<file path="config.mk">
export PLATFORM = sky130hd
export DESIGN_NAME = cpu_boot_seq
export DESIGN_NICKNAME = d
export VERILOG_FILES = /design/src/rtl/cpu_boot_pkg.sv /design/src/rtl/rx_word_packer.sv /design/src/rtl/cpu_boot_seq.sv
export SDC_FILE = /design/constraint.sdc
export NUM_CORES = 1
export LEC_CHECK = 0
export CAP_MARGIN = 20
export CORE_MARGIN = 1
export CORE_UTILIZATION = 40
export DETAILED_ROUTE_END_ITERATION = 8
export PLACE_DENSITY = 0.66
export SLEW_MARGIN = 20
export SYNTH_ARGS = -nofsm -noshare
export SYNTH_HDL_FRONTEND = slang
export SYNTH_SLANG_ARGS = --single-unit
</file>
<file path="constraint.sdc">
create_clock -name clk -period 2.9 [get_ports clk]
set_clock_uncertainty 0.15 [all_clocks]
set_input_delay 0.58 -clock clk [delete_from_list [all_inputs] [get_ports clk]]
set_output_delay 0.58 -clock clk [all_outputs]
set_load 0.02 [all_outputs]
</file>
<file path="src/rtl/cpu_boot_pkg.sv">
// Shared types for the CPU boot/run sequencer: FSM states, error codes,
// and the default HALT encoding.
package cpu_boot_pkg;

    typedef enum logic [3:0] {
        ST_IDLE,
        ST_HDR_LO,
        ST_HDR_HI,
        ST_LD_LO,
        ST_LD_HI,
        ST_ARM,
        ST_RUN,
        ST_DONE,
        ST_ERR
    } state_t;

    typedef enum logic [1:0] {
        ERR_NONE    = 2'd0,
        ERR_LEN     = 2'd1,
        ERR_TIMEOUT = 2'd2
    } err_t;

    localparam logic [15:0] HALT_INSTR_DEFAULT = 16'hFFFF;

    // States in which the sequencer is parked and will honour a start pulse.
    function automatic logic is_parked(state_t s);
        return (s == ST_IDLE) || (s == ST_DONE) || (s == ST_ERR);
    endfunction

endpackage

</file>
<file path="src/rtl/rx_word_packer.sv">
// Byte handshake and little-endian pair assembly for the boot stream.
// The low byte is latched on a lo-phase accept; a hi-phase accept forms the
// 16-bit pair combinationally, and, when storing, registers it as a
// one-cycle word pulse for the instruction RAM write port.
module rx_word_packer (
    input  logic        clk,
    input  logic        reset,
    input  logic        ready,
    input  logic        hi_phase,
    input  logic        store,
    input  logic        rx_valid,
    input  logic [7:0]  rx_data,
    output logic        fire,
    output logic [15:0] pair,
    output logic        word_valid,
    output logic [15:0] word
);

    logic [7:0] lo_q;

    assign fire = rx_valid && ready;
    assign pair = {rx_data, lo_q};

    // Latch the low byte and emit a registered word pulse after a stored hi byte.
    always_ff @(posedge clk) begin
        // NOTE: sequential state uses non-blocking assignments so every register
        // samples pre-edge values regardless of statement order.
        if (reset) begin
            lo_q       <= '0;
            word_valid <= 1'b0;
            word       <= '0;
        end else begin
            word_valid <= fire && hi_phase && store;
            if (fire && !hi_phase)
                lo_q <= rx_data;
            if (fire && hi_phase && store)
                word <= pair;
        end
    end

endmodule

</file>
<file path="src/rtl/cpu_boot_seq.sv">
// Boot/run sequencer: holds the CPU in reset while loading instruction RAM
// from a length-prefixed byte stream, then releases it and counts run cycles
// until HALT is fetched or the cycle limit expires.
module cpu_boot_seq
    import cpu_boot_pkg::*;
#(
    parameter int          IMEM_AW    = 10,
    parameter logic [15:0] HALT_INSTR = HALT_INSTR_DEFAULT,
    parameter int          MAX_CYCLES = 1000000,
    parameter int          CNT_W      = 32
) (
    input  logic               clk,
    input  logic               reset,
    input  logic               start,
    input  logic               rx_valid,
    input  logic [7:0]         rx_data,
    output logic               rx_ready,
    output logic               imem_we,
    output logic [IMEM_AW-1:0] imem_addr,
    output logic [15:0]        imem_wdata,
    output logic               cpu_reset,
    input  logic [31:0]        cpu_pc,
    input  logic [15:0]        cpu_instr,
    output logic               busy,
    output logic               done,
    output logic [1:0]         err_code,
    output logic [CNT_W-1:0]   cycle_count,
    output logic [31:0]        halt_pc
);

    localparam logic [CNT_W-1:0] LAST_RUN_CNT = CNT_W'(MAX_CYCLES - 1);

    state_t             state;
    logic [IMEM_AW-1:0] idx;
    logic [IMEM_AW-1:0] last_idx;
    logic               fire;
    logic [15:0]        pair;
    logic               len_bad;
    logic               cnt_sat;

    assign busy    = !is_parked(state);
    assign len_bad = (pair == 16'd0) || ({16'd0, pair} > (32'd1 << IMEM_AW));
    assign cnt_sat = &cycle_count;

    rx_word_packer u_packer (
        .clk        (clk),
        .reset      (reset),
        .ready      (rx_ready),
        .hi_phase   ((state == ST_HDR_HI) || (state == ST_LD_HI)),
        .store      (state == ST_LD_HI),
        .rx_valid   (rx_valid),
        .rx_data    (rx_data),
        .fire       (fire),
        .pair       (pair),
        .word_valid (imem_we),
        .word       (imem_wdata)
    );

    // Sequencer FSM with registered handshake, CPU reset, status and run counter.
    always_ff @(posedge clk) begin
        // NOTE: reset clears only control/status registers; the instruction RAM
        // behind the write port keeps whatever a partial load left in it.
        if (reset) begin
            state       <= ST_IDLE;
            cpu_reset   <= 1'b1;
            rx_ready    <= 1'b0;
            imem_addr   <= '0;
            idx         <= '0;
            last_idx    <= '0;
            done        <= 1'b0;
            err_code    <= ERR_NONE;
            cycle_count <= '0;
            halt_pc     <= '0;
        end else begin
            case (state)
                ST_IDLE, ST_DONE, ST_ERR: begin
                    if (start) begin
                        state       <= ST_HDR_LO;
                        rx_ready    <= 1'b1;
                        done        <= 1'b0;
                        err_code    <= ERR_NONE;
                        cycle_count <= '0;
                        halt_pc     <= '0;
                    end
                end
                ST_HDR_LO: begin
                    if (fire)
                        state <= ST_HDR_HI;
                end
                ST_HDR_HI: begin
                    if (fire) begin
                        if (len_bad) begin
                            state    <= ST_ERR;
                            err_code <= ERR_LEN;
                            rx_ready <= 1'b0;
                        end else begin
                            state    <= ST_LD_LO;
                            idx      <= '0;
                            last_idx <= IMEM_AW'(pair - 16'd1);
                        end
                    end
                end
                ST_LD_LO: begin
                    if (fire)
                        state <= ST_LD_HI;
                end
                ST_LD_HI: begin
                    if (fire) begin
                        imem_addr <= idx;
                        if (idx == last_idx) begin
                            state    <= ST_ARM;
                            rx_ready <= 1'b0;
                        end else begin
                            idx   <= idx + IMEM_AW'(1);
                            state <= ST_LD_LO;
                        end
                    end
                end
                ST_ARM: begin
                    state     <= ST_RUN;
                    cpu_reset <= 1'b0;
                end
                ST_RUN: begin
                    if (cpu_instr == HALT_INSTR) begin
                        state     <= ST_DONE;
                        done      <= 1'b1;
                        halt_pc   <= cpu_pc;
                        cpu_reset <= 1'b1;
                        if (!cnt_sat)
                            cycle_count <= cycle_count + CNT_W'(1);
                    end else if (cycle_count == LAST_RUN_CNT) begin
                        state     <= ST_ERR;
                        err_code  <= ERR_TIMEOUT;
                        cpu_reset <= 1'b1;
                    end else if (!cnt_sat) begin
                        cycle_count <= cycle_count + CNT_W'(1);
                    end
                end
                default: begin
                    state     <= ST_IDLE;
                    cpu_reset <= 1'b1;
                    rx_ready  <= 1'b0;
                end
            endcase
        end
    end

endmodule

</file>
==> reports/results.tsv <==
metric	value	unit
status	finished, final reports clean	
worst_slew_margin_rel	53.4	%
worst-slew-pin-transition	0.699	ns
global_route.overflow_total	0	
final-max-slew-violation-count	0	
floorplan.initialDensity	41.2	%
crit_chain	nor4b_1 > nand4_1 > or4_1 > o21ai_2 > o21ai_0 > a21oi_1	
post_layout_nonfiller_instances	1169	
drt_first_iter_violations	463	
worst_setup_path_end_kind	register	
port_buffers	156	
ys_warns	0	
nNetsFinal	1009	
cp_top_family	simple AND/OR/NAND/NOR gates	
n_fill_cell	1391	
postCtsSetupBuffers	0	
root_buffer	clkbuf_16	
cp_max_fo	6	
dieArea	16200	um2
post_synth.cell_area_avg	8.17	um2
synth.ff_latch_count	128	
via_count	6471	
fp.dieH	127	um
clock_sinks	128	
crit_path_top_delay_cell	or4_1	
global_route_wire_length_before_repair	30600	um
number_of_i_o_pins	157	
path_clk_slew	0.06	ns
cts_repair_resize_count	1	
yosysUniqueCellTypes	70	
area_growth_syn_to_layout	42.7	%
drtAntennaViolNets	0	
layout-drive-gt1-share	12.0	%
ys_seq_area_share	40.8	%
antennaDiodeCount	0	
post-route-drc-count	0	
grt_antenna_before_repair	0	
clock_insertion_delay_worst_skew	0.42	ns
clock_tree_from_tritoncts	done	
groute.usage.overall	23.7	%
postLayoutCellArea	8970	um2
max_capacitance_violation_total	0	
dpl.hpwl	12900	um
peakVddDrop	396	uV
synthesis.area	6290	um2
report.final.setup_viol	0	
maxClockFrequency	357	MHz
cp_slowest_stage_delay	0.64	ns
unrepaired_setup_endpoints_after_global_routing	false	
timing.critical_path.buf_inv	0	
min_period	2.80	ns
yosys_most_used_dff	dfxtp_1	
cp_data_required_time	3.10	ns
wirelength	18800	um
via_per_inst	5.54	
global_placer_s_final_weighted_congestion	0.866	
cellLeakagePower	3.09	nW
dp.cells	1137	
period_share	96.5	%
finalHoldWorstSlack	0.302	ns
cp_data_arrival_time	3.00	ns
place_ws	-0.0383	ns
cts-htree-levels	4	
die_width	127	um
cts.path.max_buffers	2	
setup-tns-final	0	ns
row_count	45	
path_class	reg -> reg	
report.final.hold_viol_count	0	
synth_async_sr_flop_share	0	%
cp-start-kind	register	
drt_first_pass_iters	5	
numCtsBuffers	17	
grt_max_degree	92	
placeableCoreArea	15300	um2
routed_wire_length_per_instance	16.1	um
dpl_cell_area	8320	um2
final.setup.worst_slack	0.102	ns
via_count_of_the_first_global_routing_pass	5897	
number_of_flops_mapped_to_enable_cells_by_yosys	0	
cells_after_synthesis	769	
hold_class	reg -> reg	
postCtsHoldBufs	0	
syn_nets	833	
power_per_cell_area	523	nW/um2
-- cells in the final DEF, fill, tap and decap left out, drive strengths merged, types with 19 or more instances in the layout --
cell           instances
nor3                  19
buf                   59
nor4                  20
nand3                 67
a21oi                 99
nand2                119
nor2                  50
dfxtp                128
clkdlybuf4s50        155
-- power by group --
group / internal (mW) / total (mW) / switching [mW]
Clock: 1.48 / 2.33 / 0.856
Sequential: 1.78 / 1.81 / 0.0322
Combinational: 0.249 / 0.546 / 0.298
-- worst min-delay path, stage by stage, from the launching register on --
cell     delay, ns
dfxtp_1       0.31
nand2_1       0.05
a21oi_1       0.05
-- cell families after synthesis --
kind of cell	after synthesis	share of synthesized area (%)
buffers and inverters	67	5.06
xor gates and xnor gates	20	2.79
muxes	10	1.61
adders and majority gates	4	0.796
DFF	128	40.8
and+or+nand+nor	347	29.6
AOI/OAI and AO/OA	193	19.4
-- flip-flops by register name (all words and copies together) (netlist names) --
register,cells
cycle_count,32
halt_pc,32
u_packer.word,16
idx,10
imem_addr,10
last_idx,10
u_packer.lo_q,8
state,4
err_code,2
cpu_reset,1
done,1
rx_ready,1
u_packer.word_valid,1
-- final timing paths --
kind | slack (ns) | end | depth (start not counted) | start
worst max register to register | 0.10 | cycle_count[2] | 6 | cycle_count[14]
worst max-delay path | 0.10 | cycle_count[2] | 6 | cycle_count[14]
worst min register to register | 0.30 | imem_addr[4] | 2 | imem_addr[4]
worst min-delay path | 0.30 | imem_addr[4] | 2 | imem_addr[4]
-- layout make-up --
cell class / count / area [um2] / share of cell area, %
sequential: 128 / 2560 / 28.6
tap: 211 / 264 / 2.94
inverter: 10 / 37.5 / 0.418
clock inverter: 14 / 201 / 2.25
clock buffer: 18 / 439 / 4.90
multi-input combinational: 574 / 3420 / 38.1
timing repair buffer: 214 / 2040 / 22.8
-- metrics by stage --
stage               power [mW]  utilization, %
floorplan                 2.15               -
global placement          2.39            54.5
detailed placement        2.38            54.5
CTS                       4.73            58.8
global route              4.86            58.8
finish                    4.69            58.8
-- per-layer routing --
layer  part of all wire (%)  wire length, um  track usage, %  up-vias
li1                       -                -               -     3153
met3                    8.5             1600            7.58       29
met4                    1.7              315            7.91        0
met1                     46             8710            32.3     3042
met2                     44             8190            35.1      247
met5                      0                0               0        -
-- cells in the mapped netlist, types with 12 or more instances --
| library cell | instances | area [um2] |
|---|---|---|
| nor3_1 | 18 | 90.1 |
| nand2b_1 | 13 | 81.3 |
| a21oi_1 | 99 | 495 |
| nand2_1 | 119 | 447 |
| dfxtp_1 | 128 | 2560 |
| nand3_1 | 65 | 325 |
| o21ai_0 | 12 | 60.1 |
| nor2_1 | 49 | 184 |
| nor4_1 | 12 | 75.1 |
| xnor2_1 | 16 | 140 |
| clkbuf_1 | 35 | 131 |
| nand4_1 | 17 | 106 |
Power figures use the tool's default switching activity.
